File: src/rtl/key_schedule_unit_pkg.sv
// Shared AES definitions: key types, round count, S-box and xtime helpers.
// Also provides the NUM_ROUNDS/TRUE/FALSE macros used across the AES datapath.
`ifndef NUM_ROUNDS
`define NUM_ROUNDS 10
`endif
`ifndef TRUE
`define TRUE 1'b1
`endif
`ifndef FALSE
`define FALSE 1'b0
`endif

package AESDefinitions;

    typedef logic [127:0] key_t;
    typedef logic [127:0] roundKey_t;

    typedef enum logic [1:0] {
        IDLE   = 2'd0,
        EXPAND = 2'd1,
        DONE   = 2'd2
    } ks_state_t;

    function automatic logic [7:0] xtime(input logic [7:0] b);
        return {b[6:0], 1'b0} ^ (b[7] ? 8'h1b : 8'h00);
    endfunction

    function automatic logic [7:0] gf_mul(input logic [7:0] a, input logic [7:0] b);
        logic [7:0] p;
        logic [7:0] aa;
        p  = '0;
        aa = a;
        for (int i = 0; i < 8; i++) begin
            if (b[i]) p = p ^ aa;
            aa = xtime(aa);
        end
        return p;
    endfunction

    // Multiplicative inverse as x^254 in GF(2^8), followed by the AES affine map.
    function automatic logic [7:0] sbox(input logic [7:0] x);
        logic [7:0] sq;
        logic [7:0] inv;
        sq  = x;
        inv = 8'h01;
        for (int i = 0; i < 7; i++) begin
            sq  = gf_mul(sq, sq);
            inv = gf_mul(inv, sq);
        end
        return inv ^ {inv[6:0], inv[7]} ^ {inv[5:0], inv[7:6]}
                   ^ {inv[4:0], inv[7:5]} ^ {inv[3:0], inv[7:4]} ^ 8'h63;
    endfunction

endpackage

File: src/rtl/key_schedule_unit_step.sv
// One AES-128 key expansion round: nextKey = step(prevKey, rcon). Purely combinational.
module key_expansion_step
    import AESDefinitions::*;
(
    input  key_t       prevKey,
    input  logic [7:0] rcon,
    output key_t       nextKey
);

    logic [31:0] w0, w1, w2, w3;
    logic [31:0] t;
    logic [31:0] n0, n1, n2, n3;

    assign w0 = prevKey[127:96];
    assign w1 = prevKey[95:64];
    assign w2 = prevKey[63:32];
    assign w3 = prevKey[31:0];

    // SubWord(RotWord(w3)) with the round constant folded into the top byte
    assign t = {sbox(w3[23:16]), sbox(w3[15:8]), sbox(w3[7:0]), sbox(w3[31:24])}
               ^ {rcon, 24'h0};

    assign n0 = w0 ^ t;
    assign n1 = w1 ^ n0;
    assign n2 = w2 ^ n1;
    assign n3 = w3 ^ n2;

    assign nextKey = {n0, n1, n2, n3};

endmodule

File: src/rtl/key_schedule_unit.sv
// Iterative AES-128 key expansion: one round key per clock into a register file with a registered read port.
// Optional KEY_SCHED_ZEROIZE_EN: key storage is cleared on reset and on each accepted load.
module key_schedule_unit
    import AESDefinitions::*;
#(
    parameter int NUM_ROUNDS = `NUM_ROUNDS
) (
    input  logic       clock,
    input  logic       reset,
    input  logic       load,
    input  key_t       cipherKey,
    output logic       busy,
    output logic       ready,
    input  logic [3:0] rdIndex,
    output roundKey_t  rdKey,
    output logic       rdValid
);

    localparam logic [3:0] LAST_IDX = 4'(NUM_ROUNDS);

    ks_state_t  state, state_n;
    logic       accept;
    logic       step_we;
    logic [3:0] cnt;
    logic [7:0] rcon;
    key_t       keys [0:NUM_ROUNDS];
    key_t       prev_key;
    key_t       next_key;
    key_t       rd_mux;

    always_ff @(posedge clock) begin
        if (reset) state <= IDLE;
        else       state <= state_n;
    end

    // Load is ignored while expanding; reset suppresses both load and the round write.
    always_comb begin
        state_n = state;
        accept  = `FALSE;
        step_we = `FALSE;
        if (!reset) begin
            case (state)
                IDLE, DONE: begin
                    if (load) begin
                        accept  = `TRUE;
                        state_n = EXPAND;
                    end
                end
                EXPAND: begin
                    step_we = `TRUE;
                    if (cnt == LAST_IDX) state_n = DONE;
                end
                default: state_n = IDLE;
            endcase
        end
    end

    assign busy  = (state == EXPAND);
    assign ready = (state == DONE);

    always_ff @(posedge clock) begin
        if (reset) begin
            cnt  <= 4'd0;
            rcon <= 8'h01;
        end else if (accept) begin
            cnt  <= 4'd1;
            rcon <= 8'h01;
        end else if (step_we) begin
            cnt  <= cnt + 4'd1;
            rcon <= xtime(rcon);
        end
    end

    always_comb begin
        prev_key = '0;
        for (int i = 0; i < NUM_ROUNDS; i++) begin
            if (cnt == 4'(i + 1)) prev_key = keys[i];
        end
    end

    key_expansion_step u_step (
        .prevKey (prev_key),
        .rcon    (rcon),
        .nextKey (next_key)
    );

    for (genvar g = 0; g <= NUM_ROUNDS; g++) begin : g_key
        key_t key_q;

        always_ff @(posedge clock) begin
`ifdef KEY_SCHED_ZEROIZE_EN
            if (reset) begin
                key_q <= '0;
            end else
`endif
            if (accept) begin
                if (g == 0) begin
                    key_q <= cipherKey;
                end
`ifdef KEY_SCHED_ZEROIZE_EN
                else begin
                    key_q <= '0;
                end
`endif
            end else if (step_we && (g != 0) && (cnt == 4'(g))) begin
                key_q <= next_key;
            end
        end

        assign keys[g] = key_q;
    end

    always_comb begin
        rd_mux = '0;
        for (int i = 0; i <= NUM_ROUNDS; i++) begin
            if (rdIndex == 4'(i)) rd_mux = keys[i];
        end
    end

    // Registered read: an index written on the same edge returns its previous contents.
    always_ff @(posedge clock) begin
        if (reset) begin
            rdKey   <= '0;
            rdValid <= 1'b0;
        end else begin
            rdKey   <= (rdIndex <= LAST_IDX) ? rd_mux : '0;
            rdValid <= ready && (rdIndex <= LAST_IDX);
        end
    end

endmodule

File: config.mk
export PLATFORM = sky130hd
export DESIGN_NAME = key_schedule_unit
export DESIGN_NICKNAME = d
export VERILOG_FILES = /design/src/rtl/key_schedule_unit_pkg.sv /design/src/rtl/key_schedule_unit_step.sv /design/src/rtl/key_schedule_unit.sv
export SDC_FILE = /design/constraint.sdc
export NUM_CORES = 2
export LEC_CHECK = 0
export CORE_MARGIN = 3
export CORE_UTILIZATION = 33
export CTS_CLUSTER_SIZE = 25
export DETAILED_ROUTE_END_ITERATION = 12
export GPL_TIMING_DRIVEN = 1
export SYNTH_ARGS = -nofsm -noshare
export SYNTH_HDL_FRONTEND = slang
export SYNTH_SLANG_ARGS = --single-unit
File: constraint.sdc
create_clock -name clock -period 33.4 [get_ports clock]
set_clock_uncertainty 0.2 [all_clocks]
set_input_delay 5.01 -clock clock [delete_from_list [all_inputs] [get_ports clock]]
set_output_delay 5.01 -clock clock [all_outputs]
set_load 0.03 [all_outputs]
# Word level (Yosys, flattened, before mapping)
# Index checks and enable logic that the tools add are counted.
# Widths: inputs -> output; s select.
[classes]
addsub = 1
magnitude_cmp = 1
eq_ne = 24
muxes = 844
n_bitwise = 784
n_reduce_logical = 28
[op_table]
columns = ["operator", "count"]
rows = [
  ["$xor 8x8->8", 744],
  ["$mux 8", 420],
  ["$mux 128", 21],
  ["$mux 5", 369],
  ["$xor 32x32->32", 5],
  ["$eq 4x3->1 const B", 8],
  ["$mux 7", 4],
  ["$not 1->1 const A", 28],
  ["$eq 4x4->1 const B", 6],
  ["$mux 6", 4],
  ["$reduce_and 2->1", 11],
  ["$eq 4x2->1 const B", 4],
  ["$mux 4", 4],
  ["$not 4->4", 4],
  ["$mux 2", 6],
  ["$mux 3", 4],
  ["$logic_and 1x1->1", 11],
  ["$mux 1", 11],
  ["$eq 4x1->1 const B", 2],
  ["$xor 8x5->8", 1],
  ["$reduce_or 2->1", 3],
  ["$add 4x1->4 const B", 1],
  ["$le 4x4->1 const B", 1],
  ["$logic_not 4->1", 1],
  ["other kinds (8)", 9],
]
[totals]
reg_bits = 1551
elab_cells = 1699

# Longest topological paths before layout
[logic_depth]
ltp_word = 148
depth_mapped = 79
ltp_nobuf = 63

# Modules after synthesis
# From an unflattened synthesis, not the netlist that was laid out.
[unflattened]
cells_unflattened = 13511
area_unflattened_um2 = 127497.3
[modules_own_cells]
columns = ["mod", "n_inst", "cells_each", "area_each_um2", "seq_area_each_um2"]
rows = [
  ["key_schedule_unit", 1, 6012, 71120.7, 45143.3],
  ["key_expansion_step", 1, 7499, 56376.6, 0.0],
]

# Worst setup path before layout
# OpenSTA, ideal clock, no wires.
[synth_timing]
path_type = "register to register"
startpoint = "register cnt[0]"
endpoint = "register g_key[10].key_q[12], data pin"
setup_ps = 314
arrival_time_ps = 17461
t_required_ps = 32886
setup_slack_ps = 15425
path_stages_with_launch = 71
n_path_buf = 12
synth_period_minus_slack_ps = 17975
path_cell_list = "dfxtp_1 inv_1 ha_1 buf_4 buf_4 o21ai_0 a21oi_1 o2bb2ai_1 a21oi_1 o31ai_1 buf_2 buf_4 ha_1 clkbuf_1 nand2_1 xor2_1 inv_2 clkbuf_1 [... 35 more ...] xnor2_2 xor3_2 xnor2_4 nor2_1 xnor2_1 xnor3_1 xnor2_4 xor3_2 xnor3_1 nand2b_1 xnor2_1 xnor3_1 xnor3_2 xnor2_4 xor3_1 xnor2_2 xor2_1 xnor2_1"
[synth_between]
elab_chain_len = 144
[synth_rtl]
columns = ["item", "line", "text"]
rows = [
  ["start: declaration", "key_schedule_unit.sv:24", "logic [3:0] cnt;"],
  ["start signal: assignment", "key_schedule_unit.sv:69", "cnt <= cnt + 4'd1;"],
  ["$eq 4x1->1", "key_schedule_unit.sv:77", "if (cnt == 4'(i + 1)) prev_key = keys[i];"],
  ["$mux 128 (9 in a row)", "key_schedule_unit.sv:77", ""],
  ["$mux 128 (*)", "key_schedule_unit.sv:77", ""],
  ["$mux 5, or another cell as far along", "key_schedule_unit_pkg.sv:25", "return {b[6:0], 1'b0} ^ (b[7] ? 8'h1b : 8'h00);"],
  ["$xor 8x8->8 (on tied branches)", "key_schedule_unit_pkg.sv:25, key_schedule_unit_pkg.sv:34", ""],
  ["$xor 8x8->8 / $mux 8 (equally long branches)", "key_schedule_unit_pkg.sv:34", "if (b[i]) p = p ^ aa;"],
  ["$mux 8 / $xor 8x8->8 (equally long branches)", "key_schedule_unit_pkg.sv:34", ""],
  ["$xor 8x8->8 / $mux 8 (equally long branches)", "key_schedule_unit_pkg.sv:34", ""],
  ["[... 124 more ...]", "--", ""],
  ["$xor 32x32->32 (*)", "key_schedule_unit_step.sv:23", "assign n0 = w0 ^ t;"],
  ["net next_key[108]", "key_schedule_unit.sv:28", "key_t next_key;"],
  ["$xor 32x32->32 (*)", "key_schedule_unit_step.sv:24", "assign n1 = w1 ^ n0;"],
  ["net next_key[76]", "key_schedule_unit.sv:28", ""],
  ["$xor 32x32->32 (*)", "key_schedule_unit_step.sv:25", "assign n2 = w2 ^ n1;"],
  ["net next_key[44]", "key_schedule_unit.sv:28", ""],
  ["$xor 32x32->32 (*)", "key_schedule_unit_step.sv:26", "assign n3 = w3 ^ n2;"],
  ["net next_key[12]", "key_schedule_unit.sv:28", ""],
  ["end signal: assignment", "key_schedule_unit.sv:98", "key_q <= cipherKey;"],
  ["end signal: assignment", "key_schedule_unit.sv:106", "key_q <= next_key;"],
  ["end: declaration", "key_schedule_unit.sv:88", "key_t key_q;"],
]
# The timed path passes the listed nets; every way through them passes the cells marked *.
# A chain may end at the register's enable or synchronous reset.

# Final worst setup path
[layout_timing]
startpoint = "register cnt[0]"
endpoint = "register g_key[9].key_q[126], data pin"
[layout_between]
elab_chain_len = 142
[layout_rtl]
columns = ["item", "line", "text"]
rows = [
  ["$eq 4x1->1", "key_schedule_unit.sv:77", ""],
  ["$mux 128 (9 in a row)", "key_schedule_unit.sv:77", ""],
  ["$mux 128 (*)", "key_schedule_unit.sv:77", ""],
  ["$mux 5", "key_schedule_unit_pkg.sv:25", ""],
  ["$xor 8x8->8", "key_schedule_unit_pkg.sv:25", ""],
  ["$xor 8x8->8", "key_schedule_unit_pkg.sv:34", ""],
  ["$mux 8", "key_schedule_unit_pkg.sv:34", ""],
  ["$xor 8x8->8", "key_schedule_unit_pkg.sv:34", ""],
  ["[... 117 more ...]", "--", ""],
  ["$xor 8x8->8", "key_schedule_unit_pkg.sv:34", ""],
  ["$mux 8", "key_schedule_unit_pkg.sv:34", ""],
  ["$xor 8x8->8 (2 in a row)", "key_schedule_unit_pkg.sv:50", "return inv ^ {inv[6:0], inv[7]} ^ {inv[5:0], inv[7:6]}"],
  ["$xor 8x8->8 (2 in a row)", "key_schedule_unit_pkg.sv:51", "^ {inv[4:0], inv[7:5]} ^ {inv[3:0], inv[7:4]} ^ 8'h63;"],
  ["$not 4->4 (no source line)", "--", ""],
  ["$xor 32x32->32", "key_schedule_unit_step.sv:21", "^ {rcon, 24'h0};"],
  ["$xor 32x32->32 (*)", "key_schedule_unit_step.sv:23", ""],
  ["net next_key[126]", "key_schedule_unit.sv:28", ""],
  ["end signal: assignment", "key_schedule_unit.sv:98", ""],
  ["end signal: assignment", "key_schedule_unit.sv:106", ""],
  ["end: declaration", "key_schedule_unit.sv:88", ""],
]
# Marked as above.

==> results.yml <==
status:
  status: "finished clean"
floorplanning:
  rows: 223
  die_area_sq_um: 379000
  die_y_microns: 616
  initial_core_util_pct: 33.2
  core_sq_um: 370000
  die_w_microns: 616
  pin_count: 266
synthesis:
  ys.flop_type: "edfxtp_1"
  ys_seq_area_share_pct: 36.8
  syn-num-nets: 12700
  async_flop_share_pct: 0
  synth_top_area_share_pct: 34.4
  yosysUniqueCellTypes: 147
  synth_edf_count: 1408
  ys_seq_elements: 1551
  yosysWarnings: 0
  synth_largest_area_cell: "edfxtp_1"
  syn_avg_cell_area_sq_um: 9.79
  synth_area_sq_um: 123000
  syn-instance-count: 12500
  synth.area.top_cells: "edfxtp_1, xnor2_1, xnor3_1"
final_layout:
  finalNetCount: 12600
  layout_common_cells: "xnor2_1, edfxtp_1, nor2_1"
  drive_above_1_share_pct: 9.65
  layout-area-overhead-vs-synth_pct: 11.3
  final_common_cell: "xnor2_1"
  postLayoutCellArea_sq_um: 137000
placement:
  dp_hpwl_mm: 306
  gp_congestion: 0.959
  place_ws_ns: 11.01
  port_buffers: 265
  postPlaceCellArea_sq_um: 131000
worst_setup_path:
  r2r_cells: 56
  cp_top_family: "XOR/XNOR gates"
  critPathKind: "reg -> reg"
  path_max_fanout: 69
  endpoint_kind: "flip-flop"
  cp_slowest_cell: "xnor2_2"
  crit_path_start_kind: "flip-flop"
  cp_num_buf_inv: 6
  r2r_start: "cnt[0]"
  slowest_delay_ns: 0.89
  cp-startpoint: "cnt[0]"
  cp_data_required_time_ns: 33.59
  cp.depth: 56
  arrival_ns: 22.97
route:
  route.detailed.drc: 0
  dr_total_vias: 103000
  drtIter0Drc: 12500
  antenna_left: 0
  drtPass1Iterations: 11
  viasPerCell: 5.86
  avgRoutedWirePerCell_microns: 26.2
  wirelength_mm: 461
cts:
  cts_tree: "yes"
  cts.sinks: 1551
  htreeDepth: 4
  clk_latency_ns: 0.89
  clockBufferDepth: 4
  post_cts_resized: 0
  cts_setup_buffers: 0
  postCtsHoldBufs: 0
  clockRootBuffer: "clkbuf_16"
  cts_made_buffers: 161
  clk_pin_slew_ns: 0.07
timing:
  layout_setup_ws_ns: 10.62
  setup_viol: 0
  rsz0062_at_grt: "false"
  slew_viol_final: 0
  worst_pin_slew_ns: 1.34
  hold_viol: 0
  fin_crit_ns: 22.78
  max_freq_ghz: 0.0439
  post-route-period-util_pct: 68.2
  slew_headroom_pct: 9.94
  hold_ws_ns: 0.312
  tns_ns: 0
global_routing:
  grt_pass1_vias: 96100
  grt_pass1_wl_mm: 668
  grt_max_degree: 99
  track_usage_pct: 23.1
  antenna_found_initial: 21
  overflow: 0
worst_hold_path:
  hold_class: "reg -> reg"
  holdPathStages: 2
  hold_start: "g_key[8].key_q[76]"
flow_run:
  max_cap_viol_count: 0
-- routing by layer --
layer / up-vias / part of all wire (%) / global-route usage, % / routed length [microns]
met1: 50100 / 39 / 30.2 / 181000
li1: 46100 / - / - / -
met5: - / 0.0072 / 0 / 33
met4: 4 / 7.3 / 14.1 / 33400
met2: 5604 / 44 / 36.0 / 203000
met3: 1042 / 9.3 / 3.53 / 42900
-- path summary, 6_finish.rpt --
| path | endpoint | slack, ns |
|---|---|---|
| setup reg to reg | g_key[9].key_q[126] | 10.62 |
| hold reg to reg | rdKey[76] | 0.31 |
| setup / recovery | g_key[9].key_q[126] | 10.62 |
| hold / removal | rdKey[76] | 0.31 |
-- worst register-to-register path: cells and delay by family, from the launching register on --
family | cells | cell delay [ns]
AO/OA/AOI/OAI | 10 | 2.41
XOR/XNOR | 29 | 13.34
buffers and inverters | 6 | 2.12
adder cells (fa/ha/maj) | 3 | 1.43
multiplexers | 3 | 0.79
flip-flops | 1 | 0.41
AND/OR/NAND/NOR | 5 | 1.61
-- cell families (layout without fill, tap and decap cells) --
| family | Yosys count | count (layout) | share of synthesized area [%] |
|---|---|---|---|
| compound gates | 3618 | 3618 | 19.9 |
| flops | 1551 | 1551 | 36.8 |
| buf+inv | 1057 | 1099 | 3.78 |
| mux | 247 | 247 | 2.11 |
| xor+xnor | 2587 | 2587 | 24.6 |
| simple gates | 3450 | 3450 | 12.6 |
| other cells | 0 | 44 | 0 |
| fa+ha+maj | 25 | 25 | 0.251 |
-- Yosys cell counts, drive strengths merged (33+ instances only) --
| master | instances |
|---|---|
| o22ai | 155 |
| nor2b | 83 |
| nand2 | 976 |
| nand2b | 75 |
| or2 | 38 |
| clkbuf | 582 |
| o21ai | 651 |
| and3 | 59 |
| dfxtp | 143 |
| a31oi | 196 |
| mux2i | 196 |
| buf | 345 |
| mux2 | 49 |
| inv | 121 |
| a222oi | 100 |
| edfxtp | 1408 |
| a22oi | 490 |
| xor3 | 48 |
| a21oi | 976 |
| nor4 | 33 |
| a221o | 109 |
| nand4 | 70 |
| o211ai | 188 |
| o31ai | 34 |
| and2 | 64 |
| xor2 | 480 |
| nor3 | 245 |
| xnor3 | 360 |
| a221oi | 71 |
| nand3 | 215 |
| a21o | 33 |
| o221ai | 40 |
| nor2 | 1416 |
| xnor2 | 1699 |
| a211oi | 91 |
| or3 | 52 |
| a311oi | 123 |
-- registers in the layout (all words and copies together), names as in the netlist --
name and count:
rcon 8, rdKey 128, state 2, g_key.key_q 1408
rdValid 1, cnt 4
-- layout make-up --
cell class                 instances  area, sq um
timing repair buffer             686         5890
clock inverter                    85          742
sequential                      1551        45100
clock buffer                     198         4440
fill                           36600       233000
inverter                         130          489
multi-input combinational       9927        73700
tap                             4950         6190
antenna                           44          110
-- metrics by stage --
step	instances	utilization (%)
4_1_cts	17500	36.9
5_1_grt	17600	37.0
2_1_floorplan	12500	-
3_5_place_dp	17200	35.5
3_3_place_gp	17200	35.5
6_report	17600	37.0
Power is left out: the tool's default activity adds up to more than one toggle a clock period on the data nets, which glitch-free logic cannot reach.
